**config.mk**
```make
export PLATFORM = sky130hd
export DESIGN_NAME = digit_counter_3bits_flat
export DESIGN_NICKNAME = d
export VERILOG_FILES = /design/src/rtl/digit_counter_3bits_pkg.sv /design/src/rtl/digit_counter_3bits_if.sv /design/src/rtl/digit_counter_3bits_button_debouncer.sv /design/src/rtl/digit_counter_3bits.sv /design/src/flat_wrapper.sv
export SDC_FILE = /design/constraint.sdc
export NUM_CORES = 1
export LEC_CHECK = 0
export ABC_AREA = 1
export CORE_ASPECT_RATIO = 0.6
export CORE_MARGIN = 2
export CORE_UTILIZATION = 60
export CTS_BUF_LIST = sky130_fd_sc_hd__clkbuf_8
export CTS_CLUSTER_SIZE = 14
export DETAILED_ROUTE_END_ITERATION = 12
export PLACE_DENSITY = 0.8
export SYNTH_ARGS = -nofsm -noshare
export SYNTH_HDL_FRONTEND = slang
export SYNTH_SLANG_ARGS = --single-unit
```
**constraint.sdc**
```tcl
create_clock -name clk -period 4.2 [get_ports clk]
set_input_delay 1.26 -clock clk [delete_from_list [all_inputs] [get_ports clk]]
set_output_delay 1.26 -clock clk [all_outputs]
set_load 0.1 [all_outputs]
```
**src/rtl/digit_counter_3bits_pkg.sv**
```systemverilog
// digit_counter_3bits_pkg
// Shared constants and types for the 3-bit digit counter:
//   DIGIT_W / DIGIT_MAX   - width and top value of the displayed digit
//   DEBOUNCE_CYCLES_DEF   - default number of stable cycles before a button level is accepted
//   wrap_e                - overflow behaviour at the 0/7 boundaries
package digit_counter_3bits_pkg;
   localparam int                 DIGIT_W             = 3;
   localparam logic [DIGIT_W-1:0] DIGIT_MAX           = 3'd7;
   localparam int                 DEBOUNCE_CYCLES_DEF = 4;

   typedef enum logic {
      WRAP_SATURATE = 1'b0,
      WRAP_MODULO   = 1'b1
   } wrap_e;
endpackage

```
**src/rtl/digit_counter_3bits_if.sv**
```systemverilog
// digit_counter_3bits_if
// Button inputs and digit outputs of the counter.
//   btn_up/btn_down/btn_clear - raw asynchronous buttons, active-high
//   count_out                 - current digit 0..7
//   carry / borrow            - one-cycle pulses on 7->0 / 0->7 wrap
// master: the side pressing buttons; slave: the counter.
interface digit_counter_3bits_if;
   import digit_counter_3bits_pkg::*;

   logic               btn_up;
   logic               btn_down;
   logic               btn_clear;
   logic [DIGIT_W-1:0] count_out;
   logic               carry;
   logic               borrow;

   modport master (
      output btn_up, btn_down, btn_clear,
      input  count_out, carry, borrow
   );

   modport slave (
      input  btn_up, btn_down, btn_clear,
      output count_out, carry, borrow
   );
endinterface

```
**src/rtl/digit_counter_3bits_button_debouncer.sv**
```systemverilog
// button_debouncer
// Two-flop synchronizer, level debouncer and rising-edge press detector
// for one raw button.
//   clk, rst - clock, asynchronous active-high reset
//   raw      - raw asynchronous button level
//   level    - accepted (debounced) level
//   press    - one-cycle pulse when the accepted level goes 0->1
module button_debouncer
   import digit_counter_3bits_pkg::*;
#(
   parameter int DEBOUNCE_CYCLES = DEBOUNCE_CYCLES_DEF
) (
   input  logic clk,
   input  logic rst,
   input  logic raw,
   output logic level,
   output logic press
);
   // The counter flips the level on the cycle it would reach DEBOUNCE_CYCLES,
   // so compare against one less and never actually store the final value.
   localparam logic [7:0] CNT_LAST = 8'(DEBOUNCE_CYCLES - 1);

   logic [1:0] sync_q, sync_d;
   logic [7:0] cnt_q, cnt_d;
   logic       level_q, level_d;
   logic       press_q, press_d;

   always_comb begin
      sync_d  = {sync_q[0], raw};
      cnt_d   = '0;
      level_d = level_q;
      press_d = 1'b0;
      if (sync_q[1] != level_q) begin
         if (cnt_q == CNT_LAST) begin
            level_d = sync_q[1];
            // Only the release->press direction generates a pulse.
            press_d = sync_q[1];
         end else begin
            cnt_d = cnt_q + 8'd1;
         end
      end
   end

   always_ff @(posedge clk or posedge rst) begin
      if (rst) begin
         sync_q  <= '0;
         cnt_q   <= '0;
         level_q <= 1'b0;
         press_q <= 1'b0;
      end else begin
         sync_q  <= sync_d;
         cnt_q   <= cnt_d;
         level_q <= level_d;
         press_q <= press_d;
      end
   end

   assign level = level_q;
   assign press = press_q;
endmodule

```
**src/rtl/digit_counter_3bits.sv**
```systemverilog
// digit_counter_3bits
// Up/down/clear digit counter 0..7 driven by three debounced buttons.
//   clk, rst - clock, asynchronous active-high reset
//   bus      - slave side of digit_counter_3bits_if (buttons in, digit/carry/borrow out)
// Parameters: DEBOUNCE_CYCLES (1..255), WRAP (1 = modulo-8, 0 = saturate).
module digit_counter_3bits
   import digit_counter_3bits_pkg::*;
#(
   parameter int DEBOUNCE_CYCLES = DEBOUNCE_CYCLES_DEF,
   parameter bit WRAP            = 1'b1
) (
   input  logic                   clk,
   input  logic                   rst,
   digit_counter_3bits_if.slave   bus
);
   localparam bit WRAP_MOD = (wrap_e'(WRAP) == WRAP_MODULO);

   logic up_p, down_p, clear_p;

   button_debouncer #(.DEBOUNCE_CYCLES(DEBOUNCE_CYCLES)) u_up (
      .clk(clk), .rst(rst), .raw(bus.btn_up), .level(), .press(up_p)
   );
   button_debouncer #(.DEBOUNCE_CYCLES(DEBOUNCE_CYCLES)) u_down (
      .clk(clk), .rst(rst), .raw(bus.btn_down), .level(), .press(down_p)
   );
   button_debouncer #(.DEBOUNCE_CYCLES(DEBOUNCE_CYCLES)) u_clear (
      .clk(clk), .rst(rst), .raw(bus.btn_clear), .level(), .press(clear_p)
   );

   logic [DIGIT_W-1:0] count_q, count_d;
   logic               carry_q, carry_d;
   logic               borrow_q, borrow_d;

   always_comb begin
      count_d  = count_q;
      carry_d  = 1'b0;
      borrow_d = 1'b0;
      if (clear_p) begin
         count_d = '0;
      end else if (up_p && down_p) begin
         // Simultaneous up and down cancel out.
      end else if (up_p) begin
         if (count_q == DIGIT_MAX) begin
            if (WRAP_MOD) begin
               count_d = '0;
               carry_d = 1'b1;
            end
         end else begin
            count_d = count_q + DIGIT_W'(1);
         end
      end else if (down_p) begin
         if (count_q == '0) begin
            if (WRAP_MOD) begin
               count_d  = DIGIT_MAX;
               borrow_d = 1'b1;
            end
         end else begin
            count_d = count_q - DIGIT_W'(1);
         end
      end
   end

   always_ff @(posedge clk or posedge rst) begin
      if (rst) begin
         count_q  <= '0;
         carry_q  <= 1'b0;
         borrow_q <= 1'b0;
      end else begin
         count_q  <= count_d;
         carry_q  <= carry_d;
         borrow_q <= borrow_d;
      end
   end

   assign bus.count_out = count_q;
   assign bus.carry     = carry_q;
   assign bus.borrow    = borrow_q;
endmodule
```
**src/flat_wrapper.sv**
```systemverilog
// flat-port wrapper written by rule: the top's interface ports become plain ports
module digit_counter_3bits_flat import digit_counter_3bits_pkg::*;
#(
   parameter int DEBOUNCE_CYCLES = DEBOUNCE_CYCLES_DEF,
   parameter bit WRAP            = 1'b1
)
  (clk, rst, bus_btn_up, bus_btn_down, bus_btn_clear, bus_count_out, bus_carry, bus_borrow);
  digit_counter_3bits_if bus_i ();
  input  logic clk;
  input  logic rst;
  input wire logic [$bits(bus_i.btn_up)-1:0] bus_btn_up;
  input wire logic [$bits(bus_i.btn_down)-1:0] bus_btn_down;
  input wire logic [$bits(bus_i.btn_clear)-1:0] bus_btn_clear;
  output wire logic [$bits(bus_i.count_out)-1:0] bus_count_out;
  output wire logic [$bits(bus_i.carry)-1:0] bus_carry;
  output wire logic [$bits(bus_i.borrow)-1:0] bus_borrow;
  assign bus_i.btn_up = bus_btn_up;
  assign bus_i.btn_down = bus_btn_down;
  assign bus_i.btn_clear = bus_btn_clear;
  assign bus_count_out = bus_i.count_out;
  assign bus_carry = bus_i.carry;
  assign bus_borrow = bus_i.borrow;
  digit_counter_3bits #(.DEBOUNCE_CYCLES(DEBOUNCE_CYCLES), .WRAP(WRAP)) u_core (.clk(clk), .rst(rst), .bus(bus_i));
endmodule
```
# == Yosys cells after proc, flatten, opt, wreduce, memory -nomap -nowiden ==
# Cells that the tools add are included.
# classes
n_addsub,5
eq_ne,8
n_mux,27
reduce_logical,7
# ops
op,n
two-way mux 8 bit,6
adder 8 x 1 -> 8 bit (second input constant),3
== test 8 x 2 -> 1 bit (second input constant),3
two-way mux 3 bit,6
two-way mux 1 bit,15
AND reduction 2 bit,4
adder 3 x 1 -> 3 bit (second input constant),1
== test 3 bit (second input constant),1
zero test 3 bit,1
inequality test 1 bit,3
nonzero test 3 bit,1
subtractor 3 x 1 -> 3 bit (second input constant),1
inequality test 2 bit (second input constant),1
logical AND 1 bit,1
# word_totals
ff_bits,41
inputBits,5
wordCells,62

# == Longest topological paths before layout ==
# Gate-level depths: netlist (run 1).
# depth
depth_word,6
depth_mapped,7
ltp_nobuf,7

# == By module ==
# From an unflattened synthesis (run 1), not the netlist that was laid out.
# unflattened
hier_cells,242
hier_area_um2,1990.7
# by_module_without_submodules
module,instances,cells_each,area_each_um2,seq_area_each_um2
button_debouncer,3,65,549.3,300.3
digit_counter_3bits,1,47,342.8,125.1

# == Worst setup path before layout (run 1) ==
# OpenSTA, ideal clock, no wires.
# synth_path
path_type,register to output
startpoint,reg u_core.count_q[2] (netlist: u_core.bus.count_out[2])
endpoint,out bus_count_out[2]
t_arrival_ps,958
required_ps,2940
setup_slack_ps,1982
stages_incl_launch_ff,1
path_buffers,0
path_cell_list,dfrtp_1
# synth_rtl
item,line_no,source
"start, declared",digit_counter_3bits.sv:30,"logic [DIGIT_W-1:0] count_q, count_d;"
"start signal, assigned",digit_counter_3bits.sv:69,count_q <= count_d;
"end, declared",flat_wrapper.sv:14,output wire logic [$bits(bus_i.count_out)-1:0] bus_count_out;
# No word-level cell between the ends.

# == Worst setup path in the final report (run 1) ==
# layout_path
startpoint,reg u_core.count_q[2] (netlist: u_core.bus.count_out[2])
endpoint,out bus_count_out[2]
# No word-level cell between the ends.

==> results of run 1 <==
[worst register-to-register path, stage by stage, from the launching register on]
cell	delay, ps
dfrtp_1	430
ha_1	220
ha_1	180
nand2_1	80
inv_1	60
nor2_1	110
nand2_1	70
o21ai_0	140
[metrics by stage]
step | std cells | hold slack [ps]
final | 300 | 343
after CTS | 300 | 345
after global placement | 292 | 333
after floorplan | 240 | 331
after global routing | 300 | 368
after detailed placement | 292 | 335
[logic make-up after synthesis]
family                     after synthesis  synth area share, %
AOI/OAI and AO/OA                       13                 3.66
xor gates and xnor gates                 9                 4.04
adders and majority gates                7                 4.49
buffers and inverters                   34                 6.55
DFF                                     41                 52.6
and+or+nand+nor                        136                 28.6
[placed cells by master (no fill, tap or decap), drive strengths merged]
cell           count
nand2             67
nand4              1
ha                 7
clkinv             2
clkbuf             6
a31oi              1
xnor2              4
o21ai              8
inv               34
o21bai             2
nand3             13
nor3               7
dfrtp             41
clkdlybuf4s50      9
xor2               5
a21oi              2
nor2              47
nor4               1
buf                1
[power by group through the flow]
| stage | Clock [mW] | Sequential, mW | Combinational, mW |
|---|---|---|---|
| after floorplan | 0 | 0.609 | 0.201 |
| after global placement | 0 | 0.525 | 0.365 |
| after detailed placement | 0 | 0.529 | 0.374 |
| after CTS | 0.280 | 0.521 | 0.380 |
| after global routing | 0.295 | 0.534 | 0.419 |
| final | 0.275 | 0.522 | 0.379 |
[worst max path at each step]
stage                                        from               end  slack [ps]  cells after the start
final                     u_core.bus.count_out[2]  bus_count_out[2]        1050                      1
after floorplan           u_core.bus.count_out[2]  bus_count_out[2]        1980                      0
after global placement    u_core.bus.count_out[2]  bus_count_out[2]        1400                      1
after global routing      u_core.bus.count_out[2]  bus_count_out[2]         990                      1
after detailed placement  u_core.bus.count_out[2]  bus_count_out[2]        1380                      1
after CTS                 u_core.bus.count_out[2]  bus_count_out[2]        1050                      1
[layer usage]
metal  vias up  GRT usage, %  part of all wire, %
met2        33          34.7                   42
met3         9          5.74                  4.3
met1       674          28.6                   52
met4         0          9.29                  2.1
met5         -             0                    0
li1        767             -                    -
[layout make-up]
class | count | share of cell area [%]
Inverter | 34 | 5.81
Sequential cell | 41 | 46.7
Clock buffer | 6 | 3.76
Timing Repair Buffer | 10 | 4.44
Tap cell | 42 | 2.39
Clock inverter | 2 | 0.627
Multi-Input combinational cell | 165 | 36.2
[flip-flops by register name, summed over array words and instances, names as in the netlist, 2 cells and up]
| signal | flops |
|---|---|
| u_core.u_clear.sync_q | 2 |
| u_core.u_down.sync_q | 2 |
| u_core.u_up.sync_q | 2 |
| u_core.bus.count_out | 3 |
| u_core.u_up.cnt_q | 8 |
| u_core.u_clear.cnt_q | 8 |
| u_core.u_down.cnt_q | 8 |
==> results by group, run 1 <==
STA
  • Fmax achieved: 0.318 GHz
  • Minimum clock period: ~3100 ps
  • Worst-Margin Slew: between 900 and 1000 ps
  • Period utilization: 74.9%
  • Worst Skew: about 13 ps
  • Slew headroom: approximately 36%
  • Final Hold Viols: 0
  • Final setup vio count: 0
  • Fin. max-slew vios: 0
  • Worst setup margin: ~1100 ps
  • RSZ-0062 raised after global routing: no
  • Total negative slack: 0 ps

Clock network
  • Postcts setup bufs: 0
  • CTS tree: yes
  • CTS Sinks: 41
  • Cts repair resizes: 0
  • CTS root buffer: clkbuf_8
  • Clock tree buffer depth: 2
  • Worst-Skew Late Latency: around 300 ps
  • CTS Buf Count: 5
  • Clock-pin slew on the worst setup and hold paths: ~80 ps
  • H-tree levels: 2
  • # hold bufs at CTS: 0

Global routing
  • First-pass GRT wire length: between 5000 and 6000 um
  • Initial antenna violation count: 0
  • Largest net degree at the start of global routing: 22
  • Vias in the first global route: between 1000 and 1500
  • GRT Util Overall: a little over a fifth
  • Grt ovf: 0

Synth
  • Register area share after synthesis: ~53%
  • Post-Syn Nets: roughly 250
  • Dominant cell type by area after synthesis: dfrtp_1
  • Leading cell types by count after synthesis: 65 x nand2_1, 42 x nor2_1, 41 x dfrtp_1, 34 x inv_1, 13 x nand3_1
  • Post-synth EDFFs: 0
  • Leading cell type by number of instances after synthesis: nand2_1
  • Async S/R FF share, synth: 100%
  • Syn Area/Cell: around 8 sq um
  • Ranking of synthesized cells by area: dfrtp_1 53%, nand2_1 13%, nor2_1 8.1%, inv_1 6.5%, ha_1 4.5%
  • Register bit count reported by yosys: slightly above 40
  • Ys Warns: 0
  • Synthesized instance count: 240
  • Main synth FF type: dfrtp_1
  • Unique masters post-synth: 18
  • Share of the synthesized area in the top cell type: 52.6%
  • Synth Cell Area: about 0.0019 sq mm

Run status
  • Run status: finished clean

Final layout
  • Diode count: 0
  • Fill cells: 235
  • Ratio of cells with drive above 1 in the final layout: under 10%
  • Sequential cell area: 0.00103 sq mm
  • Core Util, Final: between 70% and 80%
  • P&R area growth vs syn: 12.6%
  • Fin nets: 269
  • Post-route cell area: approximately 0.0022 sq mm
  • Area occupied by multi-input gates: 796 sq um

Worst setup path
  • CP Launch Type: flip-flop
  • Register-to-register setup slack: between 2000 and 3000 ps
  • Worst Path Required: slightly below 3000 ps
  • Critical Path Sink Type: output pin
  • CP delay by family, top: buffers and inverters
  • Critical path class: reg -> out
  • Data arrival, critical path: 1890 ps
  • Critical-path top delay cell: clkdlybuf4s50_1
  • Worst Path Buf+Inv: 1
  • FF-to-FF path depth: 7
  • FF-to-FF Start: u_core.bus.count_out[0]
  • FF-to-FF End: u_core.bus.count_out[1]
  • CP Cell Sequence: clkdlybuf4s50_1
  • CP Max Fanout: 5
  • CP peak stage delay: ~1200 ps

Routing
  • DRC: 0
  • Drt first pass iters: 4
  • Routed vias/inst: just under 5
  • Vias: between 1000 and 1500
  • Starting DRC count in detailed routing: around 100
  • WL/cell: roughly 11 um
  • Final wirelength: about 3400 um
  • Antenna Nets Post-Route: 0

Floorplanning
  • Die width: a little under 80 um
  • Initial Util: 65.3%
  • Site row count: 15
  • Placeable core area: between 0.002 and 0.003 sq mm
  • Total die area: between 0.003 and 0.004 sq mm
  • Ports: 10
  • Die Span Y: around 48 um

Power
  • Switching part of the total: 39.8%
  • Worst vdd ir: roughly 420 uV
  • Pwr/cell area: approximately 540 mW/mm^2
  • Internal: between 0.7 and 0.8 mW
  • Clock power frac: between 20% and 30%
  • Logic pwr share: between 30 and 40%
  • NetSw: around 0.47 mW
  • Leakage power total: 1.08 nW
  • Post-layout power: about 1.2 mW
  • Sequential power share: roughly 44%

Min path
  • Hold crit path type: reg -> reg
  • WHS Path Cells: 0
  • Hold Crit Start: u_core.u_down.sync_q[0]
  • Hold EP: u_core.u_down.sync_q[1]

Place
  • Placed Area: around 0.0021 sq mm
  • Post-DP HPWL: ~2500 um
  • Final GP Congestion: approximately 0.91
  • Port Buffers: 9
  • Place WS: 1380 ps

Flow run
  • Number of max-cap violations: 0
Note: power is estimated with default switching activity, not from simulation.
==> inputs of run 2 (changes only) <==
--- a/config.mk
+++ b/config.mk
@@ -8,11 +8,11 @@
 export ABC_AREA = 1
 export CORE_ASPECT_RATIO = 0.6
 export CORE_MARGIN = 2
-export CORE_UTILIZATION = 60
+export CORE_UTILIZATION = 55
 export CTS_BUF_LIST = sky130_fd_sc_hd__clkbuf_8
 export CTS_CLUSTER_SIZE = 14
 export DETAILED_ROUTE_END_ITERATION = 12
-export PLACE_DENSITY = 0.8
+export PLACE_DENSITY = 0.77
 export SYNTH_ARGS = -nofsm -noshare
 export SYNTH_HDL_FRONTEND = slang
 export SYNTH_SLANG_ARGS = --single-unit
==> constraint.sdc (replaced) <==
create_clock -name clk -period 2.6 [get_ports clk]
set_input_delay 0.78 -clock clk [delete_from_list [all_inputs] [get_ports clk]]
set_output_delay 0.78 -clock clk [all_outputs]
set_load 0.1 [all_outputs]
==> run 2 against run 1 <==
Net effect: sequential share of layout area up 0.48 points; clock skew down 6.1 ps; global-route usage down 1.9 points; combinational power up 56%; die area up 8.5%; hold slack better by 8.3 ps; first-iteration DRC count down 9.8%; critical endpoint unchanged; total power up 55%; non-clock buffer count unchanged; sequential power up 62%; routed wire length down 5.4%; largest cell class unchanged.
==> results by group, run 2 (same netlist as run 1, synthesis figures left out) <==
Floorplanning
  • Initial Util: 58.7% (was 65.3%)
  • Ports: 10 (unchanged)
  • Site row count: 16 (was 15)
  • Die width: 80.9 um (was 77.6 um)
  • Total die area: 0.00405 sq mm (was 0.00374 sq mm)
  • Die Span Y: 50.1 um (was 48.2 um)
  • Placeable core area: 0.00332 sq mm (was 0.00298 sq mm)

Place
  • Dpl cells: 295 (was 292)
  • Final GP Congestion: 0.847 (was 0.905)
  • Port Buffers: 9 (unchanged)
  • Post-DP HPWL: 2340 um (was 2460 um)

Clock network
  • CTS Sinks: 41 (unchanged)
  • H-tree levels: 2 (unchanged)
  • CTS tree: yes (unchanged)
  • Clock tree buffer depth: 2 (unchanged)
  • Clock-pin slew on the worst setup and hold paths: 70 ps (was 80 ps)
  • CTS root buffer: clkbuf_8 (unchanged)
  • # hold bufs at CTS: 0 (unchanged)
  • CTS Buf Count: 5 (unchanged)
  • Worst-Skew Late Latency: 290 ps (was 300 ps)
  • Postcts setup bufs: 0 (unchanged)
  • Cts repair resizes: 0 (unchanged)

Worst setup path
  • CP Launch Type: flip-flop (unchanged)
  • Crit. path cell count: 1 (unchanged)
  • FF-to-FF path depth: 7 (unchanged)
  • CP delay by family, top: flip-flops (was buffers and inverters)
  • CP Cell Sequence: buf_4 (was clkdlybuf4s50_1)
  • Data arrival, critical path: 1030 ps (was 1890 ps)
  • Worst Path Buf+Inv: 1 (unchanged)
  • Critical-path top delay cell: dfrtp_1 (was clkdlybuf4s50_1)
  • CP Max Fanout: 5 (unchanged)
  • CP peak stage delay: 420 ps (was 1160 ps)
  • Critical Path Sink Type: output pin (unchanged)
  • Worst Path Required: 1820 ps (was 2940 ps)
  • Critical path class: reg -> out (unchanged)

Flow run
  • Number of max-cap violations: 0 (unchanged)

Final layout
  • Core Util, Final: 65.4% (was 73.6%)
  • Commonest non-fill, non-tap cells in the layout: 65 x nand2_1, 42 x nor2_1, 41 x dfrtp_1 (unchanged)
  • Final cell count without fillers: 303 (was 300)
  • P&R area growth vs syn: 11.5% (was 12.6%)
  • Commonest non-fill, non-tap cell in the layout: nand2_1 (unchanged)
  • Diode count: 0 (unchanged)
  • Top Registers: u_core.u_clear.cnt_q x8, u_core.u_down.cnt_q x8, u_core.u_up.cnt_q x8 (unchanged)
  • Fin nets: 269 (unchanged)
  • Ratio of cells with drive above 1 in the final layout: 7.75% (was 6.20%)

Routing
  • WL/cell: 10.6 um (was 11.4 um)
  • Vias: 1444 (was 1483)
  • Starting DRC count in detailed routing: 92 (was 102)
  • Final wirelength: 3230 um (was 3410 um)
  • Routed vias/inst: 4.77 (was 4.94)
  • DRC: 0 (unchanged)
  • Antenna Nets Post-Route: 0 (unchanged)
  • Drt first pass iters: 4 (unchanged)

STA
  • Worst-Margin Slew: 508 ps (was 961 ps)
  • Final Hold Viols: 0 (unchanged)
  • Final setup vio count: 0 (unchanged)
  • Total negative slack: 0 ps (unchanged)
  • Fmax achieved: about 0.55 GHz
  • Slew headroom: 66.1% (was 35.7%)
  • Fin. max-slew vios: 0 (unchanged)
  • Minimum clock period: approximately 1800 ps
  • Worst hold margin: 352 ps (was 343 ps)
  • Period utilization: 69.7%
  • Worst Skew: 7.33 ps (was 13.4 ps)
  • RSZ-0062 raised after global routing: no (unchanged)

Power
  • Pwr/cell area: 839 mW/mm^2 (was 536 mW/mm^2)
  • Worst vdd ir: 631 uV (was 418 uV)
  • Leakage power total: 1.09 nW (was 1.08 nW)

Run status
  • Run status: finished clean (unchanged)

Global routing
  • Grt ovf: 0 (unchanged)
  • Largest net degree at the start of global routing: 42 (was 22)
  • Initial antenna violation count: 0 (unchanged)
  • Vias in the first global route: 1344 (was 1397)
  • GRT Util Overall: 19.4% (was 21.4%)
  • First-pass GRT wire length: 5860 um (was 5910 um)

Min path
  • Hold crit path type: reg -> reg (unchanged)
  • WHS Path Cells: 0 (unchanged)
## run 2: cell count changes in the layout (fill, tap and decap cells not counted), sizes merged
| cell | before | now |
|---|---|---|
| inv | 34 | 35 |
| clkdlybuf4s50 | 9 | 4 |
| clkbuf | 6 | 5 |
| buf | 1 | 6 |
## run 2: path summary, 6_finish.rpt
path                                         startpoint                       to  slack, ps
worst max-delay path            u_core.bus.count_out[2]         bus_count_out[2]        790
worst min-delay path            u_core.u_down.sync_q[0]  u_core.u_down.sync_q[1]        350
worst max register to register  u_core.bus.count_out[0]  u_core.bus.count_out[1]       1250
worst min register to register  u_core.u_down.sync_q[0]  u_core.u_down.sync_q[1]        350
max in group asynchronous                           rst   u_core.u_down.cnt_q[6]       1330
min in group asynchronous                           rst  u_core.u_clear.cnt_q[5]        910
## run 2: metrics by stage
step                      worst slack (ps)  area [sq um]  total power, mW
final                                  787          2170             1.82
after global placement                1000          2090             1.43
after CTS                              772          2170             1.84
after global routing                   711          2170             1.97
after floorplan                        805          1950             1.31
after detailed placement               988          2090             1.45
## run 2: worst reg2reg max path, delay by kind of cell, from the launching register on
kind	cells	cell delay (ps)
AND/OR/NAND/NOR	3	260
flip-flops	1	430
buffers and inverters	1	50
AO/OA/AOI/OAI	1	130
adder cells (fa/ha/maj)	2	400
## run 2: final cells by class
class	count	area, sq um
Tap cell	45	56.3
Inverter	34	128
Timing Repair Buffer	10	85.1
Clock inverter	3	13.8
Fill cell	272	1150
Multi-Input combinational cell	165	796
Clock buffer	5	68.8
Sequential cell	41	1030
## run 2: per-layer routing
metal	vias to the layer above	share of wire [%]	global-route usage, %
met1	646	54	29.6
li1	771	-	-
met2	21	41	26.4
met5	-	0	0
met3	6	4.1	4.95
met4	0	1.2	7.63
## run 2: power breakdown
part | switching [mW] | internal (mW)
clock network | 0.206 | 0.182
logic | 0.410 | 0.180
registers | 0.106 | 0.738
==> inputs of run 3 (changes only) <==
==> constraint.sdc (replaced) <==
create_clock -name clk -period 1.6 [get_ports clk]
set_input_delay 0.48 -clock clk [delete_from_list [all_inputs] [get_ports clk]]
set_output_delay 0.48 -clock clk [all_outputs]
set_load 0.1 [all_outputs]
==> run 3 against run 2 <==
Net effect: clock-buffer cell count unchanged; total power up 83%; first-iteration DRC count down 29%; core utilization up 3.6 points; setup slack worse by 670 ps; via count up 5.7%; critical path depth up 6; critical path type is now reg -> reg; critical endpoint is now u_core.bus.count_out[1]; highest routed layer unchanged.
==> results by group, run 3 (same netlist as run 1, synthesis figures left out) <==
Clock network
  • Clock-pin slew on the worst setup and hold paths: 80 ps (was 70 ps)
  • Worst-Skew Late Latency: 290 ps (about the same)
  • Cts repair resizes: 0 (unchanged)
  • # hold bufs at CTS: 0 (unchanged)
  • CTS tree: yes (unchanged)
  • CTS Buf Count: 5 (unchanged)
  • H-tree levels: 2 (unchanged)
  • Postcts setup bufs: 0 (unchanged)
  • CTS root buffer: clkbuf_8 (unchanged)
  • CTS Sinks: 41 (unchanged)
  • Clock tree buffer depth: 2 (unchanged)

Floorplanning
  • Ports: 10 (unchanged)
  • Site row count: 16 (unchanged)
  • Initial Util: 58.7% (unchanged)
  • Die Span Y: 50.1 um (unchanged)
  • Total die area: 0.00405 sq mm (unchanged)
  • Placeable core area: 0.00332 sq mm (unchanged)
  • Die width: 80.9 um (unchanged)

Routing
  • Starting DRC count in detailed routing: 65 (was 92)
  • Metal2 WL: 1550 um (was 1320 um)
  • WL/cell: 11.7 um (was 10.6 um)
  • Final wirelength: 3570 um (was 3230 um)
  • Met3 wire len: 175 um (was 133 um)
  • M1 WL: 1790 um (was 1730 um)
  • Max layer used: met4 (unchanged)
  • DRC: 0 (unchanged)
  • Vias: 1526 (was 1444)
  • Drt first pass iters: 4 (unchanged)
  • Routed vias/inst: 5.02 (was 4.77)
  • Antenna Nets Post-Route: 0 (unchanged)

Worst setup path
  • Worst Path Required: 1810 ps (was 1820 ps)
  • Register-to-register setup slack: 110 ps (was 1250 ps)
  • Crit path from: u_core.bus.count_out[0] (was u_core.bus.count_out[2])
  • FF-to-FF End: u_core.bus.count_out[1] (unchanged)
  • FF-to-FF Start: u_core.bus.count_out[0] (unchanged)
  • Critical path class: reg -> reg (was reg -> out)
  • Worst Setup EP: u_core.bus.count_out[1] (was bus_count_out[2])
  • Data arrival, critical path: 1690 ps (was 1030 ps)
  • FF-to-FF path depth: 7 (unchanged)
  • CP Launch Type: flip-flop (unchanged)
  • Critical Path Sink Type: flip-flop (was output pin)
  • CP Max Fanout: 5 (unchanged)

Global routing
  • Grt ovf: 0 (unchanged)
  • Vias in the first global route: 1480 (was 1344)
  • GRT Util Overall: 21.2% (was 19.4%)
  • Largest net degree at the start of global routing: 42 (unchanged)
  • Initial antenna violation count: 0 (unchanged)
  • First-pass GRT wire length: 6380 um (was 5860 um)

Final layout
  • Final cell count without fillers: 304 (was 303)
  • Post-route cell area: 0.00229 sq mm (was 0.00217 sq mm)
  • Diode count: 0 (unchanged)
  • Sequential cell area: 0.00103 sq mm (about the same)
  • Top Registers: u_core.u_clear.cnt_q x8, u_core.u_down.cnt_q x8, u_core.u_up.cnt_q x8 (unchanged)
  • Core Util, Final: 69.0% (was 65.4%)
  • Fin nets: 270 (was 269)
  • Commonest non-fill, non-tap cells in the layout: 65 x nand2_1, 42 x nor2_1, 38 x dfrtp_1 (was 65 x nand2_1, 42 x nor2_1, 41 x dfrtp_1)
  • Ratio of cells with drive above 1 in the final layout: 9.65% (was 7.75%)
  • Area occupied by multi-input gates: 796 sq um (unchanged)
  • Commonest non-fill, non-tap cell in the layout: nand2_1 (unchanged)
  • P&R area growth vs syn: 17.6% (was 11.5%)
  • Fill cells: 262 (was 272)

STA
  • Final setup vio count: 0 (unchanged)
  • Final Hold Viols: 0 (unchanged)
  • Worst Skew: 3.91 ps (was 7.33 ps)
  • Slew headroom: 80.2% (was 66.1%)
  • Fin. max-slew vios: 0 (unchanged)
  • Minimum clock period: 1490 ps
  • Worst-Margin Slew: 297 ps (was 508 ps)
  • RSZ-0062 raised after global routing: no (unchanged)
  • Worst hold margin: 350 ps (was 352 ps)
  • Period utilization: slightly above 90%
  • Worst setup margin: 112 ps (was 787 ps)
  • Total negative slack: 0 ps (unchanged)
  • Fmax achieved: around 0.67 GHz

Power
  • Worst vdd ir: 1110 uV (was 631 uV)
  • Pwr/cell area: 1460 mW/mm^2 (was 839 mW/mm^2)
  • Leakage power total: 1.12 nW (was 1.09 nW)
  • Post-layout power: 3.34 mW (was 1.82 mW)

Place
  • Placed Area: 0.00218 sq mm (was 0.00209 sq mm)
  • Port Buffers: 9 (unchanged)
  • Final GP Congestion: 0.879 (was 0.847)
  • Dpl cells: 296 (was 295)
  • Place WS: 208 ps (was 988 ps)
  • Post-DP HPWL: 2520 um (was 2340 um)

Min path
  • Hold crit path type: reg -> reg (unchanged)

Run status
  • Run status: finished clean (unchanged)

Flow run
  • Number of max-cap violations: 0 (unchanged)
==> run 3: cell types whose count changed in the layout (fill, tap and decap cells not counted), moves of 2 or more <==
| cell | previous run | this run |
|---|---|---|
| dfrtp_2 | 0 | 3 |
| dfrtp_1 | 41 | 38 |
| buf_12 | 0 | 6 |
| clkinv_2 | 2 | 0 |
| buf_4 | 6 | 1 |
==> run 3: per-layer routing <==
metal	vias up	track usage, %
met2	37	33.1
li1	774	-
met3	7	6.04
met1	708	27.9
met4	0	8.47
met5	-	0
==> run 3: worst min path at each step <==
stage / depth (start not counted) / from / slack [ps] / to
6_report: 0 / u_core.u_up.sync_q[0] / 350 / u_core.u_up.sync_q[1]
5_1_grt: 0 / u_core.u_up.sync_q[0] / 360 / u_core.u_up.sync_q[1]
4_1_cts: 0 / u_core.u_up.sync_q[0] / 350 / u_core.u_up.sync_q[1]
3_5_place_dp: 0 / u_core.u_up.sync_q[0] / 330 / u_core.u_up.sync_q[1]
3_3_place_gp: 0 / u_core.u_clear.sync_q[0] / 330 / u_core.u_clear.sync_q[1]
2_1_floorplan: 0 / u_core.u_clear.sync_q[0] / 330 / u_core.u_clear.sync_q[1]
==> run 3: final cells by class <==
| class | count | area share (%) |
|---|---|---|
| tap | 45 | 2.46 |
| multi-input combinational | 165 | 34.7 |
| clock inverter | 3 | 2.02 |
| sequential | 41 | 44.9 |
| inverter | 34 | 5.57 |
| clock buffer | 5 | 3.00 |
| timing repair buffer | 11 | 7.31 |
==> run 3: critical path, cell delays in order (launching register included) <==
cell and delay [ps]:
dfrtp_2 460, ha_1 220, ha_1 170, nand2_1 90, inv_1 60, nor2_1 140, nand2_1 90, o21ai_0 170
==> run 3: where the power goes <==
| group | leakage [nW] | switching, mW | internal, mW | total, mW |
|---|---|---|---|---|
| combinational | 0.521 | 0.702 | 0.400 | 1.10 |
| sequential | 0.540 | 0.196 | 1.21 | 1.40 |
| clock | 0.0543 | 0.369 | 0.467 | 0.835 |
